[config.mk]
export PLATFORM = sky130hd
export DESIGN_NAME = mem_port_arbiter
export DESIGN_NICKNAME = d
export VERILOG_FILES = /design/src/rtl/mem_port_arbiter.sv
export SDC_FILE = /design/constraint.sdc
export NUM_CORES = 1
export LEC_CHECK = 0
export BUFFER_PORTS_ARGS = -buffer_cell sky130_fd_sc_hd__buf_2
export CAP_MARGIN = 20
export CORE_ASPECT_RATIO = 1.4
export CORE_UTILIZATION = 28
export CTS_CLUSTER_DIAMETER = 40
export DETAILED_ROUTE_END_ITERATION = 10
export GPL_TIMING_DRIVEN = 0
export PLACE_DENSITY_LB_ADDON = 0.2
export SLEW_MARGIN = 20
export SYNTH_ARGS = -nofsm -noshare
export SYNTH_HDL_FRONTEND = slang
export SYNTH_SLANG_ARGS = --single-unit
[constraint.sdc]
create_clock -name clk -period 2.4 [get_ports clk]
set_input_delay 0.24 -clock clk [delete_from_list [all_inputs] [get_ports clk]]
set_output_delay 0.24 -clock clk [all_outputs]
set_load 0.005 [all_outputs]
[src/rtl/mem_port_arbiter.sv]
// Arbitrates one single-port synchronous-read memory between instruction fetch (IF)
// and load/store (LS): fixed LS priority with a bounded-wait escape for IF.
module mem_port_arbiter #(
  parameter int AW       = 16,
  parameter int DW       = 16,
  parameter int MAX_WAIT = 3
) (
  input  logic          clk,
  input  logic          reset,
  input  logic          if_req,
  input  logic [AW-1:0] if_addr,
  output logic          if_gnt,
  output logic [DW-1:0] if_rdata,
  output logic          if_rvalid,
  input  logic          ls_req,
  input  logic          ls_we,
  input  logic [AW-1:0] ls_addr,
  input  logic [DW-1:0] ls_wdata,
  output logic          ls_gnt,
  output logic [DW-1:0] ls_rdata,
  output logic          ls_rvalid,
  output logic          mem_en,
  output logic          mem_we,
  output logic [AW-1:0] mem_addr,
  output logic [DW-1:0] mem_wdata,
  input  logic [DW-1:0] mem_rdata,
  output logic [3:0]    starve_cnt
);

  typedef enum logic [1:0] {
    OWN_NONE = 2'd0,
    OWN_IF   = 2'd1,
    OWN_LS   = 2'd2
  } owner_e;

  localparam logic [3:0] MAX_WAIT_C = 4'(MAX_WAIT);
  localparam logic [3:0] WAIT_SAT   = 4'd15;

  owner_e     rd_owner_q, rd_owner_d;
  logic [3:0] wait_q, wait_d;
  logic       if_win;
  logic       ls_win;

  // Grant decision: LS normally wins a contested cycle unless IF has waited MAX_WAIT cycles
  always_comb begin
    if_win = 1'b0;
    ls_win = 1'b0;
    if (reset) begin
      if_win = 1'b0;
      ls_win = 1'b0;
    end else if (if_req && ls_req) begin
      if_win = (wait_q >= MAX_WAIT_C);
      ls_win = ~(wait_q >= MAX_WAIT_C);
    end else begin
      if_win = if_req;
      ls_win = ls_req;
    end
  end

  // Next-state: read-return owner and IF starvation count
  always_comb begin
    rd_owner_d = OWN_NONE;
    wait_d     = 4'd0;
    if (if_win) begin
      rd_owner_d = OWN_IF;
    end else if (ls_win && !ls_we) begin
      rd_owner_d = OWN_LS;
    end else begin
      rd_owner_d = OWN_NONE;
    end
    if (if_req && !if_win) begin
      wait_d = (wait_q == WAIT_SAT) ? WAIT_SAT : wait_q + 4'd1;
    end else begin
      wait_d = 4'd0;
    end
  end

  // State register with synchronous reset
  always_ff @(posedge clk) begin
    if (reset) begin
      rd_owner_q <= OWN_NONE;
      wait_q     <= 4'd0;
    end else begin
      rd_owner_q <= rd_owner_d;
      wait_q     <= wait_d;
    end
  end

  // Outputs; reset also masks a read return still owed from the previous cycle
  always_comb begin
    if_gnt     = if_win;
    ls_gnt     = ls_win;
    mem_en     = if_win | ls_win;
    mem_we     = ls_win & ls_we;
    mem_addr   = if_win ? if_addr : ls_addr;
    mem_wdata  = ls_wdata;
    if_rdata   = mem_rdata;
    ls_rdata   = mem_rdata;
    if_rvalid  = 1'b0;
    ls_rvalid  = 1'b0;
    starve_cnt = 4'd0;
    if (reset) begin
      if_rvalid  = 1'b0;
      ls_rvalid  = 1'b0;
      starve_cnt = 4'd0;
    end else begin
      if_rvalid  = (rd_owner_q == OWN_IF);
      ls_rvalid  = (rd_owner_q == OWN_LS);
      starve_cnt = wait_q;
    end
  end

endmodule

==> impl_metrics.yaml, run 1 <==
sta:
  relSlewSlack_pct: 64.9
  min_period_over_period_pct: 92.9
  setup_ws_ns: 0.171
  finalCriticalPeriod_ns: 2.23
  tightestPinTransition_ns: 0.525
  finalSetupViolations: 0
  fin_skew_ns: 0.00356
  max_freq_mhz: 449
  hold_viol_final: 0
  rsz0062_at_grt: "false"
  setup_tns_ns: 0
  slew_viol_final: 0
min_path:
  hold_path.class: "in2reg"
  min_path_cells: 2
  worstHoldStart: "ls_we"
clock_tree:
  cts_made_buffers: 3
  postCtsSetupRepairBufs: 0
  cts-resized-gates: 0
  h-tree-depth: 1
  cts_hold_buf: 0
  cts_tree: "yes"
  cts_root_buf: "clkbuf_8"
  clk_latency_ns: 0.22
  clk_pin_slew_worst_paths_ns: 0.04
  cts_buffer_depth: 2
  cts.sinks: 6
routing:
  wl_um: 3040
  ant_nets: 0
  viasPerCell: 4.00
  drc_errors: 0
  vias: 977
  drt_iter0_drc: 11
  dr.pass1.iters: 2
  routedWlPerCell_um: 12.4
pwr:
  p_leak_uw: 0.000908
  p_per_area_nw_per_um2: 318
  pwr-share-comb_pct: 47.1
  switching_power_uw: 118
  intPower_uw: 361
  pwr-share-clk_pct: 30.7
  total_power_uw: 480
  p_sw_share_pct: 24.7
  worst_ir_drop_vdd_mv: 0.289
  p_seq_share_pct: 22.2
synth:
  ys_top_cells_by_area: "buf_4 41%, mux2_4 15%, dfxtp_1 14%, mux2_2 9.0%, nor2b_1 4.3%"
  syn_area_per_cell_um2: 9.29
  synth_cell_types: 18
  synth_area_leader_cell: "buf_4"
  netlist_area_um2: 873
  synth.ff_latch_count: 6
  synth_top_area_share_pct: 41.3
  synth_cells: 94
  ys_seq_area_share_pct: 13.8
  ys_warn_count: 0
placement:
  placed_area_um2: 1470
  pre_cts_slack_ns: 0.391
  gp_congestion: 0.750
  dp_hpwl_um: 2750
  dp_cells: 241
  io_buffer_count: 109
critical_path:
  crit_start: "wait_q[0]"
  cp_max_fo: 10
  start_kind: "register"
  cp-end-kind: "primary output"
  r2r-start: "wait_q[0]"
  cp.required_ns: 2.16
  r2r_cells: 4
  crit_arrival_ns: 1.99
  worst-setup-path-type: "reg2out"
floorplan:
  die_h_um: 68.1
  initial_core_util_pct: 30.0
  die_area_um2: 3350
  die-width_um: 49.2
  rows: 23
  pin_count: 143
  core_um2: 2910
global_route:
  grt-ovfl-total: 0
  grtUsageTotal_pct: 16.8
  antenna_found_initial: 0
  grt_pass1_vias: 880
  grt_max_degree: 11
  grt_pass1_wl_um: 4310
finish:
  syn_to_final_growth_pct: 72.9
  antennaDiodeCount: 0
  drive_above_1_share_pct: 87.0
  fin_area_um2: 1510
  fin_cells: 244
  final_cell_mix: "110 x buf_2, 48 x buf_4, 9 x mux2_4, 7 x mux2_2"
  final_common_cell: "buf_2"
  fin_nets: 279
flow_run:
  drv_cap: 0
status:
  status: "finished clean"
==> metrics by stage <==
stage                     utilization (%)  hold slack, ns
after global placement               50.5           0.412
final                                52.0           0.187
after floorplan                         -           0.312
after CTS                            52.0           0.185
after detailed placement             50.5           0.416
after global routing                 52.0           0.189
==> flip-flops by register name, indices dropped and copies added, names as in the netlist <==
signal      cells
rd_owner_q      2
wait_q          4
==> worst max-delay path, cell delays in order (launching register included) <==
cell,delay [ns]
dfxtp_1,0.34
ha_1,0.21
nor3_4,0.07
a211oi_4,0.51
buf_12,0.21
mux2_4,0.30
buf_2,0.14
==> kinds of logic after synthesis <==
group / synth area share [%]
muxes: 24.5
buffers and inverters: 45.0
other: 0.429
and+or+nand+nor: 10.9
adders and majority gates: 1.43
DFF: 13.8
AOI/OAI and AO/OA: 4.01
==> cells in the mapped netlist <==
cell,number
buf_2,1
nor2_1,4
nor3_4,1
o21a_1,1
mux2_4,9
inv_1,2
conb_1,1
a211oi_4,1
dfxtp_1,6
buf_12,1
mux2_2,7
and2_1,1
nor2b_1,6
nor3b_1,2
a211oi_1,1
buf_4,48
ha_1,1
nand3_1,1
==> layout make-up <==
type                    count  area (um2)
fillers                   296        1400
repair buffers            109         546
plain buffers              50         385
multi-input cells          37         364
flip-flops and latches      6         120
well taps                  37        46.3
clock buffers               3        41.3
inverters                   2        7.51
==> final timing paths <==
kind | end | slack [ns]
max | mem_addr[7] | 0.17
min | rd_owner_q[1] | 0.19
max reg2reg | rd_owner_q[1] | 1.29
min reg2reg | wait_q[0] | 0.44
==> per-layer routing <==
metal | vias to the layer above | share of wire, % | GRT usage, %
met2 | 67 | 50 | 28.1
li1 | 479 | - | -
met3 | 4 | 13 | 8.22
met5 | - | 0 | 0
met4 | 0 | 0.96 | 5.88
met1 | 427 | 35 | 18.3
==> power groups by stage <==
stage                     sequential [uW]  clock, uW  combinational (uW)
final                                 107        147                 226
after CTS                             107        152                 229
after global routing                  107        160                 245
after detailed placement              108          0                 228
after floorplan                       108          0                 125
after global placement                108          0                 225
Note: power is estimated with default switching activity, not from simulation.
==> inputs of run 2 (changes only) <==
--- a/config.mk
+++ b/config.mk
@@ -8,7 +8,8 @@
 export BUFFER_PORTS_ARGS = -buffer_cell sky130_fd_sc_hd__buf_2
 export CAP_MARGIN = 20
 export CORE_ASPECT_RATIO = 1.4
-export CORE_UTILIZATION = 28
+export CORE_UTILIZATION = 29
+export CTS_BUF_LIST = sky130_fd_sc_hd__clkbuf_8
 export CTS_CLUSTER_DIAMETER = 40
 export DETAILED_ROUTE_END_ITERATION = 10
 export GPL_TIMING_DRIVEN = 0
==> run 2 against run 1 <==
  * Final area did not move
  * Setup slack improved by 0.010 ns
  * Die area fell by 3.3%
  * Utilization rose by 0.52 points
  * Sequential share of layout area did not move
  * Flip-flop and latch count did not move
  * Largest power group unchanged
  * Largest cell class unchanged
  * Critical path type unchanged
  * Routed wire length fell by 17%
==> impl_metrics.yaml, run 2 (synthesis gave the netlist of run 1 again) <==
status:
  status: "finished clean"
critical_path:
  path_cells: "ha_1 -> nor3_4 -> a211oi_4 -> buf_12 -> mux2_4 -> buf_2"
  r2r-start: "wait_q[0]"
  cp.depth: 6
  cp_top_family: "compound AO/OA/AOI/OAI gates"
  slowest_delay_ns: 0.49
  r2r_cells: 4
  cpMaxStageDelayCell: "a211oi_4"
  cp-end-kind: "primary output"
  cp.required_ns: 2.16
  worst-setup-path-type: "reg2out"
  critPathBufInv: 2
  start_kind: "register"
  crit_arrival_ns: 1.98
  cp_max_fo: 10
  ff2ff_setup_slack_ns: 1.25
  timing.rr.end: "rd_owner_q[1]"
finish:
  final_common_cell: "buf_2"
  final_cell_mix: "110 x buf_2, 48 x buf_4, 9 x mux2_4, 7 x mux2_2"
  fin_util_pct: 52.5
  antennaDiodeCount: 0
  fin_area_um2: 1510
  syn_to_final_growth_pct: 72.9
  largest_register_ffs: 4
  drive_above_1_share_pct: 87.0
  largest_registers: "wait_q (4), rd_owner_q (2)"
  regMostFlops: "wait_q"
  fin_nets: 279
  fillCellCount: 281
clock_tree:
  clk_latency_ns: 0.22
  postCtsSetupRepairBufs: 0
  cts_hold_buf: 0
  cts.sinks: 6
  clk_pin_slew_worst_paths_ns: 0.04
  h-tree-depth: 1
  cts_buffer_depth: 2
  cts_tree: "yes"
  cts_root_buf: "clkbuf_8"
  cts-resized-gates: 0
  cts_made_buffers: 3
sta:
  finalSetupViolations: 0
  slew_viol_final: 0
  hold-worst-slack_ns: 0.190
  setup_tns_ns: 0
  rsz0062_at_grt: "false"
  finalCriticalPeriod_ns: 2.22
  fin_skew_ns: 0.000672
  max_freq_mhz: 451
  min_period_over_period_pct: 92.4
  hold_viol_final: 0
global_route:
  grt-ovfl-total: 0
  grtUsageTotal_pct: 14.0
  grt_pass1_wl_um: 3550
  grt_pass1_vias: 808
  grt_max_degree: 11
  antenna_found_initial: 0
pwr:
  p_leak_uw: 0.000908
  worst_ir_drop_vdd_mv: 0.268
  p_per_area_nw_per_um2: 317
floorplan:
  die_area_um2: 3240
  rows: 23
  pin_count: 143
  die-width_um: 48.4
  die_h_um: 66.9
  initial_core_util_pct: 30.3
  core_um2: 2880
routing:
  wl_um: 2520
  vias: 982
  ant_nets: 0
  dr.pass1.iters: 4
  routedWlPerCell_um: 10.3
  drc_errors: 0
  viasPerCell: 4.02
  drt_iter0_drc: 3
placement:
  placed_area_um2: 1470
  io_buffer_count: 109
  dp_hpwl_um: 2290
  gp_congestion: 0.690
min_path:
  min_path_cells: 2
  worstHoldStart: "ls_we"
  worstHoldEndpoint: "rd_owner_q[1]"
  hold_path.class: "in2reg"
flow_run:
  drv_cap: 0
==> run 2: cell type report <==
| class | count | area, um2 | share of cell area (%) |
|---|---|---|---|
| multi-input cells | 37 | 364 | 24.1 |
| repair buffers | 109 | 546 | 36.1 |
| well taps | 37 | 46.3 | 3.07 |
| plain buffers | 50 | 385 | 25.5 |
| inverters | 2 | 7.51 | 0.497 |
| flip-flops and latches | 6 | 120 | 7.95 |
| clock buffers | 3 | 41.3 | 2.73 |
==> run 2: worst register-to-register path, delay by kind of cell, from the launching register on <==
family,cells,cell delay (ns)
AOI/OAI and AO/OA,1,0.18
adders and majority gates,1,0.24
DFF,1,0.32
and+or+nand+nor,2,0.35
==> run 2: how the worst max path moves through the flow <==
stage	startpoint	endpoint	slack, ns
after floorplan	wait_q[0]	mem_addr[10]	0.67
after global placement	wait_q[0]	mem_addr[6]	0.43
after detailed placement	wait_q[0]	mem_addr[12]	0.39
after CTS	wait_q[0]	mem_addr[12]	0.15
after global routing	wait_q[0]	mem_addr[11]	0.08
final	wait_q[0]	mem_addr[11]	0.18
==> run 2: through the flow <==
step / instances / worst slack [ns] / power [uW]
2_1_floorplan: 95 / 0.669 / 232
3_3_place_gp: 241 / 0.428 / 328
3_5_place_dp: 241 / 0.387 / 331
4_1_cts: 244 / 0.153 / 485
5_1_grt: 244 / 0.0847 / 504
6_report: 244 / 0.181 / 479
==> run 2: per-layer routing <==
metal	global-route usage, %	vias up	wire, um
met2	26.2	65	1380
met3	3.88	6	254
li1	-	480	-
met5	0	-	0
met4	7.35	0	45
met1	14.0	431	837
==> run 2: power breakdown <==
part	total (uW)	internal (uW)	switching [uW]
Combinational	221	150	71.3
Sequential	107	104	2.52
Clock	151	108	43.5
